<file path="src/rtl/operand_loader.sv">
// operand_loader: collects NUM_WORDS operand words from a valid/ready stream on a load request
// Ports: clk rising-edge clock; reset async active-low;
//        loaddata load request; din/din_valid/din_ready operand word stream;
//        clear releases held operands and restarts loading;
//        inputdata_ready all words captured and held; operands word k at [k*DATA_WIDTH +: DATA_WIDTH];
//        word_count words captured in the current load;
//        overrun sticky dropped-word flag, present only with OPERAND_LOADER_OVERRUN_EN defined.
module operand_loader #(
    parameter int DATA_WIDTH = 8,
    parameter int NUM_WORDS  = 2,
    parameter int CNT_W      = $clog2(NUM_WORDS + 1)
) (
    input  logic                            clk,
    input  logic                            reset,
    input  logic                            loaddata,
    input  logic [DATA_WIDTH-1:0]           din,
    input  logic                            din_valid,
    output logic                            din_ready,
    input  logic                            clear,
    output logic                            inputdata_ready,
    output logic [NUM_WORDS*DATA_WIDTH-1:0] operands,
    output logic [CNT_W-1:0]                word_count
`ifdef OPERAND_LOADER_OVERRUN_EN
    ,
    output logic                            overrun
`endif
);
    localparam int IDX_W = $clog2(NUM_WORDS);
    typedef enum logic [1:0] {IDLE, LOAD, READY} state_t;
    state_t state;
    logic [NUM_WORDS-1:0][DATA_WIDTH-1:0] words;
    logic [IDX_W-1:0] idx;
    assign idx       = word_count[IDX_W-1:0];
    assign operands  = words;
    // clear beats an accept in the same cycle
    assign din_ready = state == LOAD && loaddata && !clear;
    always_ff @(posedge clk or negedge reset) begin
        if (!reset) begin
            state           <= IDLE;
            inputdata_ready <= 1'b0;
            words           <= '0;
            word_count      <= '0;
        end else begin
            case (state)
                IDLE: if (loaddata) begin
                    state      <= LOAD;
                    word_count <= '0;
                end
                LOAD: if (clear) word_count <= '0;
                else if (din_valid && din_ready) begin
                    words[idx] <= din;
                    word_count <= word_count + CNT_W'(1);
                    if (word_count == CNT_W'(NUM_WORDS - 1)) begin
                        state           <= READY;
                        inputdata_ready <= 1'b1;
                    end
                end
                READY: if (clear) begin
                    state           <= IDLE;
                    inputdata_ready <= 1'b0;
                    word_count      <= '0;
                end
                default: state <= IDLE;
            endcase
        end
    end
`ifdef OPERAND_LOADER_OVERRUN_EN
    always_ff @(posedge clk or negedge reset) begin
        if (!reset) overrun <= 1'b0;
        else if (clear) overrun <= 1'b0;
        else if (state == READY && din_valid) overrun <= 1'b1;
    end
`endif
endmodule

</file>
<file path="config.mk">
export PLATFORM = sky130hd
export DESIGN_NAME = operand_loader
export DESIGN_NICKNAME = d
export VERILOG_FILES = /design/src/rtl/operand_loader.sv
export SDC_FILE = /design/constraint.sdc
export NUM_CORES = 1
export LEC_CHECK = 0
export CORE_MARGIN = 5
export CORE_UTILIZATION = 42
export CTS_BUF_LIST = sky130_fd_sc_hd__clkbuf_4
export DETAILED_ROUTE_END_ITERATION = 6
export PLACE_DENSITY = 0.78
export SLEW_MARGIN = 20
export SYNTH_ARGS = -nofsm -noshare
export SYNTH_HDL_FRONTEND = slang
export SYNTH_SLANG_ARGS = --single-unit
</file>
<file path="constraint.sdc">
create_clock -name clk -period 1.3 [get_ports clk]
set_input_delay 0.39 -clock clk [delete_from_list [all_inputs] [get_ports clk]]
set_output_delay 0.39 -clock clk [all_outputs]
set_load 0.01 [all_outputs]
</file>
# --- Word level (Yosys, flattened, before mapping) ---
# Cells that the tools add are included.
totals:
  regBits: 21
  input_bits: 13
  out_inout_bits: 20
  elab_cells: 48
classes:
  n_addsub: 1
  order_cmp: 2
  n_eq_ne: 9
  muxes: 18
  bitwise_logic: 1
  n_reduce_logical: 12
op_table:
  columns: ["operator", "count"]
  rows:
  - ["$bwmux 16", 1]
  - ["$mux 2", 8]
  - ["$pmux 2 s3", 2]
  - ["$reduce_and 5->1", 2]
  - ["$demux 8 s1", 1]
  - ["$mux 8", 1]
  - ["$ne 2x2->1 const B", 3]
  - ["$eq 2x1->1 const B", 2]
  - ["$logic_and 1x1->1", 4]
  - ["$mux 1", 4]
  - ["$ne 2x1->1 const B", 2]
  - ["$reduce_and 4->1", 1]
  - ["$ne 3x2->1 const B", 1]
  - ["$reduce_and 3->1", 1]
  - ["$reduce_bool 3->1", 1]
  - ["$add 2x1->2 const B", 1]
  - ["$eq 2x2->1 const B", 1]
  - ["$logic_not 2->1", 1]
  - ["$lt 1x2->1 const B", 1]
  - ["$pmux 1 s2", 1]
  - ["$reduce_bool 2->1", 1]
  - ["$ge 1x1->1 const B", 1]
  - ["$logic_not 1->1", 1]
  - ["$not 1->1", 1]

# --- Logic depth before layout (Yosys ltp) ---
# Gate-level depths: netlist of run 1.
depth:
  ltp_word: 7
  mapped_depth: 5
  ltp_nobuf: 5

# --- Least setup slack after synthesis of run 1 ---
# Ideal clock, no wire load.
synth_timing:
  path_type: "reg2reg"
  start: "reg state[1]"
  end: "reg words (netlist bit operands[10])"
  setup_time_ps: 125
  arrival_ps: 1233
  required_ps: 1175
  setup_slack_ps: -58
  stages_incl_launch_ff: 5
  path_buffers: 1
  synth_period_minus_slack_ps: 1358
  path_cell_list: "dfrtp_1 -> and3b_1 -> and3_4 -> buf_6 -> mux2_4"
synth_between:
  elab_chain_cells: 5
synth_rtl:
  columns: ["element", "line_no", "rtl"]
  rows:
  - ["from (decl)", "30", "state_t state;"]
  - ["from (signal assigned)", "39", "state <= IDLE;"]
  - ["from (signal assigned)", "46", "state <= LOAD;"]
  - ["from (signal assigned)", "54", "state <= READY;"]
  - ["$eq 2x1->1 *", "36, 44", null]
  - ["$logic_and 1x1->1 (2 in a row)", "36", "assign din_ready = state == LOAD && loaddata && !clear;"]
  - ["$logic_and 1x1->1", "50", "else if (din_valid && din_ready) begin"]
  - ["$reduce_and 3->1 (no source line) *", null, null]
  - ["to (signal, indexed assignment)", "51", "words[idx] <= din;"]
  - ["to (decl)", "31", "logic [NUM_WORDS-1:0][DATA_WIDTH-1:0] words;"]
# Mark *: on every way between the ends. The rest lies on a longest branch, timed or not.
# A chain may end at the register's enable or synchronous reset.

# --- Worst setup path in the final report of run 1 ---
layout_timing:
  start: "reg state[1]"
  end: "out din_ready"
layout_between:
  elab_chain_cells: 3
layout_rtl:
  columns: ["element", "line_no", "rtl"]
  rows:
  - ["$eq 2x1->1", "36", null]
  - ["$logic_and 1x1->1 (2 in a row)", "36", null]
  - ["to (decl)", "18", "output logic din_ready,"]
# Every way passes these cells.

==> flow_metrics.tcl, run 1 <==
set metrics [dict create \
    worstSetupPathType "reg2out" \
    core_mm2 0.00221 \
    drc 0 \
    clkTransAtPathRegs_ns 0.11 \
    fillers 178 \
    io_buffer_count 32 \
    cts-htree-levels 1 \
    firstDrtPassIters 4 \
    place_ws_ns -0.784 \
    first_global_vias 875 \
    syn_area_per_cell_um2 14.3 \
    drt-wirelength-per-cell_um 16.2 \
    slowest_delay_ns 0.42 \
    cts_buffer_depth 2 \
    crit_arrival_ns 1.05 \
    wirelength_um 2410 \
    cts-root-buf "clkbuf_4" \
    die_width_um 58.1 \
    violations "setup timing" \
    clock_skew_ns 0.00152 \
    end_kind "output port" \
    fin_cells 149 \
    worstHoldPathType "in2async" \
    grt_max_degree 22 \
    final_hold_viol_count 0 \
    slowest_stage "dfrtp_1" \
    diodes 0 \
    nets 136 \
    insertion_delay_ns 0.30 \
    ir_drop_mv 1.15 \
    synthArstFlopShare 1.00 \
    drive_gt1_frac 0.562 \
    layout_commonest_cell "dfrtp_1" \
    cts_made_buffers 3 \
    tightest_slew_ns 0.207 \
    worstReg2RegStart "state[1]" \
    seq_area_frac_synth 0.542 \
    worstSetupStartpoint "state[1]" \
    netlist_area_um2 970 \
    power-per-cell-area_mw_per_mm2 1530 \
    rows 17 \
    ys_types 26 \
    fin_crit_ns 1.44 \
    grt_use_total 0.159 \
    p_leak_nw 0.702 \
    grt-ovfl-total 0 \
    ys_ff_latch 21 \
    antenna_left 0 \
    rr_worst_depth 3 \
    total_power_mw 2.26 \
    syn_inst 68 \
    die_h_um 58.1 \
    cp-start-kind "flip-flop" \
    grt_pass1_wl_um 4120 \
    setup_violations 18 \
    syn_nets 82 \
    drt_iter0_markers 17 \
    hpwl_um 1620 \
    initial_utilization 0.438 \
    gp_congestion 0.841 \
    max_freq_mhz 693 \
    area_growth_pct 51.7 \
    maxSlewHeadroom 0.862 \
    synth_edf_count 0 \
    status "finished with violations" \
    ys.flop_type "dfrtp_1" \
    vias 781 \
    rsz0062_at_grt "yes" \
    cts.sinks 21 \
    worstPathMaxFanout 4 \
    crit_required_ns 0.91 \
    top_level_ports 33 \
    via_per_inst 5.24 \
    setup_slack_ns -0.142 \
    dp.cells 133 \
    die_area_mm2 0.00337 \
    drv_slew 0 \
    antenna_found_initial 0 \
    layout_common_cells "21 x dfrtp_1, 19 x buf_2, 14 x buf_4" \
    cts_tree "built" \
    crit_chain "and3b_1 > buf_2" \
    finalCritPeriodShare 1.11 \
    yosys_warnings 0 \
    drv_cap 0 \
]
routing by layer:
metal  routed length, um  up-vias  global-route usage
met3                 101        7              0.0379
met1                 973      400               0.180
li1                    -      354                   -
met2                1290       20               0.277
met4                  46        0              0.0795
met5                   0        -                   0
worst max-delay path: cells and delay by family (launching register included):
| kind | cells | cell delay (ns) |
|---|---|---|
| buffers and inverters | 1 | 0.12 |
| flip-flops | 1 | 0.42 |
| AND/OR/NAND/NOR | 1 | 0.21 |
where the power goes:
group	switching (mW)	leakage, nW	internal (mW)
logic	0.382	0.426	0.580
clock network	0.192	0.0184	0.141
registers	0.103	0.258	0.860
total	0.677	0.702	1.58
layout make-up:
cell class | instances | area [um^2] | share of cell area
flip-flops and latches | 21 | 526 | 0.357
multi-input cells | 43 | 480 | 0.327
repair buffers | 51 | 393 | 0.267
well taps | 28 | 35.0 | 0.0238
clock buffers | 4 | 30.0 | 0.0204
inverters | 2 | 7.51 | 0.00510
logic make-up after synthesis:
kind of cell | count (synthesis) | synth area share
DFF | 21 | 0.542
muxes | 16 | 0.217
and+or+nand+nor | 16 | 0.125
AOI/OAI and AO/OA | 8 | 0.0645
buffers and inverters | 5 | 0.0297
xor gates and xnor gates | 1 | 0.00903
adders and majority gates | 1 | 0.0129
synth_stat cells, types with 2 or more instances:
master    number  area (um^2)
mux2_4         8          120
buf_2          2         10.0
and3b_1        2         17.5
nand3b_1       2         15.0
mux2_2         8         90.1
nand3_1        2         10.0
nand2b_1       4         25.0
inv_1          2         7.51
dfrtp_1       21          526
path summary, 6_finish.rpt:
check / endpoint / slack (ns)
hold reg to reg: operands[1] / 0.51
hold / removal: word_count[1] / 0.42
max in group asynchronous: state[1] / 0.75
setup / recovery: din_ready / -0.14
min in group clk: state[0] / 0.48
setup reg to reg: operands[11] / -0.12
state kept, by name, summed over array words and instances (netlist names):
signal           flops
state                2
operands            16
inputdata_ready      1
word_count           2
stage by stage:
stage / util / area [um^2] / hold slack (ns) / setup TNS (ns)
final: 0.665 / 1470 / 0.415 / -1.26
after global routing: 0.665 / 1470 / 0.424 / -1.97
after CTS: 0.654 / 1450 / 0.431 / -1.20
after detailed placement: 0.623 / 1380 / 0.492 / -11.28
after global placement: 0.623 / 1380 / 0.487 / -10.60
after floorplan: - / 975 / 0.0944 / -0.292
what timing repair did:
action | 4_1_cts | 5_1_grt
hold buffers | 0 | 0
cloned | 1 | 0
pin swaps | 5 | 4
buffers inserted | 11 | 1
setup endpoints to repair | 38 | 21
gates resized for setup | 91 | 5
No activity file was read; power rests on OpenSTA's default activity.
==> run 2: changes to the inputs <==
ABC_AREA = 1   (was not set)
PLACE_DENSITY = 0.77   (was 0.78)
==> run 2 against run 1 <==
The flow still finishes with violations (setup timing). Combinational power grew 34%. Synthesized cell count grew 49%. Fmax shrank 1.0%. Final cell count is 24% higher. Critical endpoint unchanged.
==> flow_metrics.tcl, run 2 <==
set metrics [dict create \
    cts_buffer_depth 2 \
    drv_slew 0 \
    rsz0062_at_grt "yes" \
    cts-htree-levels 1 \
    die_area_mm2 0.00342 \
    grt_pass1_wl_um 3770 \
    synth.most_common_cell "nand2_1" \
    syn_nets 115 \
    worstSetupPathType "reg2out" \
    yosys_warnings 0 \
    slowest_stage "dfrtp_1" \
    p_leak_nw 0.843 \
    synthArstFlopShare 1.00 \
    cts_made_buffers 3 \
    area_growth_pct 53.4 \
    core_mm2 0.00223 \
    synth_top_family_by_area "simple AND/OR/NAND/NOR gates" \
    synth_fa_ha_area_frac 0.0127 \
    violations "setup timing" \
    drc 0 \
    nets 172 \
    fin_cells 185 \
    drt-wirelength-per-cell_um 13.8 \
    setup_violations 16 \
    ys_types 16 \
    ys_top_cells_by_area "dfrtp_1 53%, o21ai_2 14%, nand2_1 12%" \
    ys_ff_latch 21 \
    finalCritPeriodShare 1.12 \
    layout_common_cells "21 x dfrtp_1, 20 x nand2_1, 19 x buf_2" \
    gp_congestion 0.793 \
    die_h_um 58.5 \
    tightest_slew_ns 0.325 \
    status "finished with violations" \
    synth_top_area_frac 0.532 \
    ys.flop_type "dfrtp_1" \
    top_level_ports 33 \
    diodes 0 \
    maxSlewHeadroom 0.783 \
    final_hold_viol_count 0 \
    cp-start-kind "flip-flop" \
    drv_cap 0 \
    clock_skew_ns 0.00406 \
    synthXorXnorAreaFrac 0 \
    power-per-cell-area_mw_per_mm2 1770 \
    seq_area_frac_synth 0.532 \
    slowest_delay_ns 0.41 \
    clkTransAtPathRegs_ns 0.11 \
    ys_top_cells_by_count "32 x nand2_1, 21 x dfrtp_1, 16 x o21ai_2, 14 x inv_1, 4 x nor2_1" \
    setup_slack_ns -0.158 \
    vias 892 \
    cts_tree "built" \
    synth-compound-area-share 0.157 \
    ir_drop_mv 1.09 \
    insertion_delay_ns 0.29 \
    dp.cells 171 \
    crit_chain "inv_2 > nand3_2 > nor2_4 > buf_6" \
    placed_cell_area_mm2 0.00142 \
    drive_gt1_frac 0.535 \
    syn_inst 101 \
    ctsHoldBuffers 0 \
    grt-ovfl-total 0 \
    via_per_inst 4.82 \
    firstDrtPassIters 4 \
    io_buffer_count 32 \
    first_global_vias 851 \
    rows 17 \
    drt_iter0_markers 6 \
    hpwl_um 1660 \
    worstPathMaxFanout 2 \
    synth_edf_count 0 \
    netlist_area_um2 988 \
    cts-root-buf "clkbuf_4" \
    synthSimpleGateAreaFrac 0.223 \
    initial_utilization 0.443 \
    largest_reg_flops 16 \
    crit_required_ns 0.91 \
    grt_use_total 0.141 \
    antenna_left 0 \
    layout_commonest_cell "dfrtp_1" \
    antenna_found_initial 0 \
    crit_arrival_ns 1.07 \
    final_area_mm2 0.00152 \
    synthMuxAreaShare 0 \
    worstHoldPathType "in2async" \
    syn_area_per_cell_um2 9.79 \
    end_kind "output port" \
    grt_max_degree 22 \
    fin_crit_ns 1.46 \
    cts.sinks 21 \
    max_freq_mhz 686 \
    die_width_um 58.5 \
    synth_top_cell_by_area "dfrtp_1" \
    wirelength_um 2550 \
]
==> run 2: worst max-delay path: cells and delay by family (launching register included) <==
kind                   cells  cell delay [ns]
buffers and inverters      2             0.19
DFF                        1             0.41
and+or+nand+nor            2             0.19
==> run 2: area by class of cell <==
type / instances / area [um^2]
fill: 191 / 717
sequential: 21 / 526
multi-input combinational: 67 / 488
timing repair buffer: 51 / 385
inverter: 14 / 52.6
tap: 28 / 35.0
clock buffer: 4 / 30.0
==> run 2: cells by family (layout without fill, tap and decap cells) <==
| logic type | count (synthesis) | count (layout) |
|---|---|---|
| buffers and inverters | 16 | 69 |
| adders and majority gates | 1 | 1 |
| and+or+nand+nor | 45 | 48 |
| AOI/OAI and AO/OA | 18 | 18 |
| DFF | 21 | 21 |
==> run 2: repair_timing <==
| action | CTS | global route |
|---|---|---|
| setup buffers | 4 | 3 |
| pin swaps | 0 | 2 |
| gates resized for setup | 83 | 25 |
| gates cloned | 2 | 1 |
| endpoints found under the setup margin | 39 | 24 |
==> run 2: metrics by stage <==
stage / TNS (ns) / worst slack (ns) / total power [mW] / utilization / hold WS [ns]
CTS: -0.150 / -0.150 / 2.58 / 0.649 / 0.425
global placement: -9.12 / -0.686 / 2.33 / 0.638 / 0.465
detailed placement: -9.91 / -0.710 / 2.38 / 0.638 / 0.470
global route: -2.22 / -0.222 / 2.86 / 0.679 / 0.419
floorplan: 0 / 0.0569 / 1.65 / - / 0.0944
finish: -0.819 / -0.158 / 2.68 / 0.679 / 0.423
==> run 2: worst paths after layout <==
kind                        startpoint            to  slack [ns]  cells past startpoint
max                           state[1]     din_ready       -0.16                      4
min                              reset   operands[7]        0.42                      2
max reg2reg                   state[1]   operands[2]       -0.07                      7
min reg2reg                operands[5]   operands[5]        0.49                      2
max in group asynchronous        reset  operands[11]        0.75                      2
min in group clk           operands[5]   operands[5]        0.49                      2
==> run 2: routing by layer <==
metal | track usage | vias up | part of all wire
met3 | 0.0263 | 0 | 0.063
li1 | - | 436 | -
met5 | 0 | - | 0
met2 | 0.255 | 28 | 0.53
met4 | 0.0199 | 0 | 0
met1 | 0.178 | 428 | 0.41
==> run 2: power by group <==
| part | switching (mW) | leakage, nW | internal (mW) |
|---|---|---|---|
| sequential | 0.156 | 0.269 | 0.905 |
| combinational | 0.649 | 0.556 | 0.646 |
| clock | 0.186 | 0.0184 | 0.140 |
| total | 0.992 | 0.843 | 1.69 |
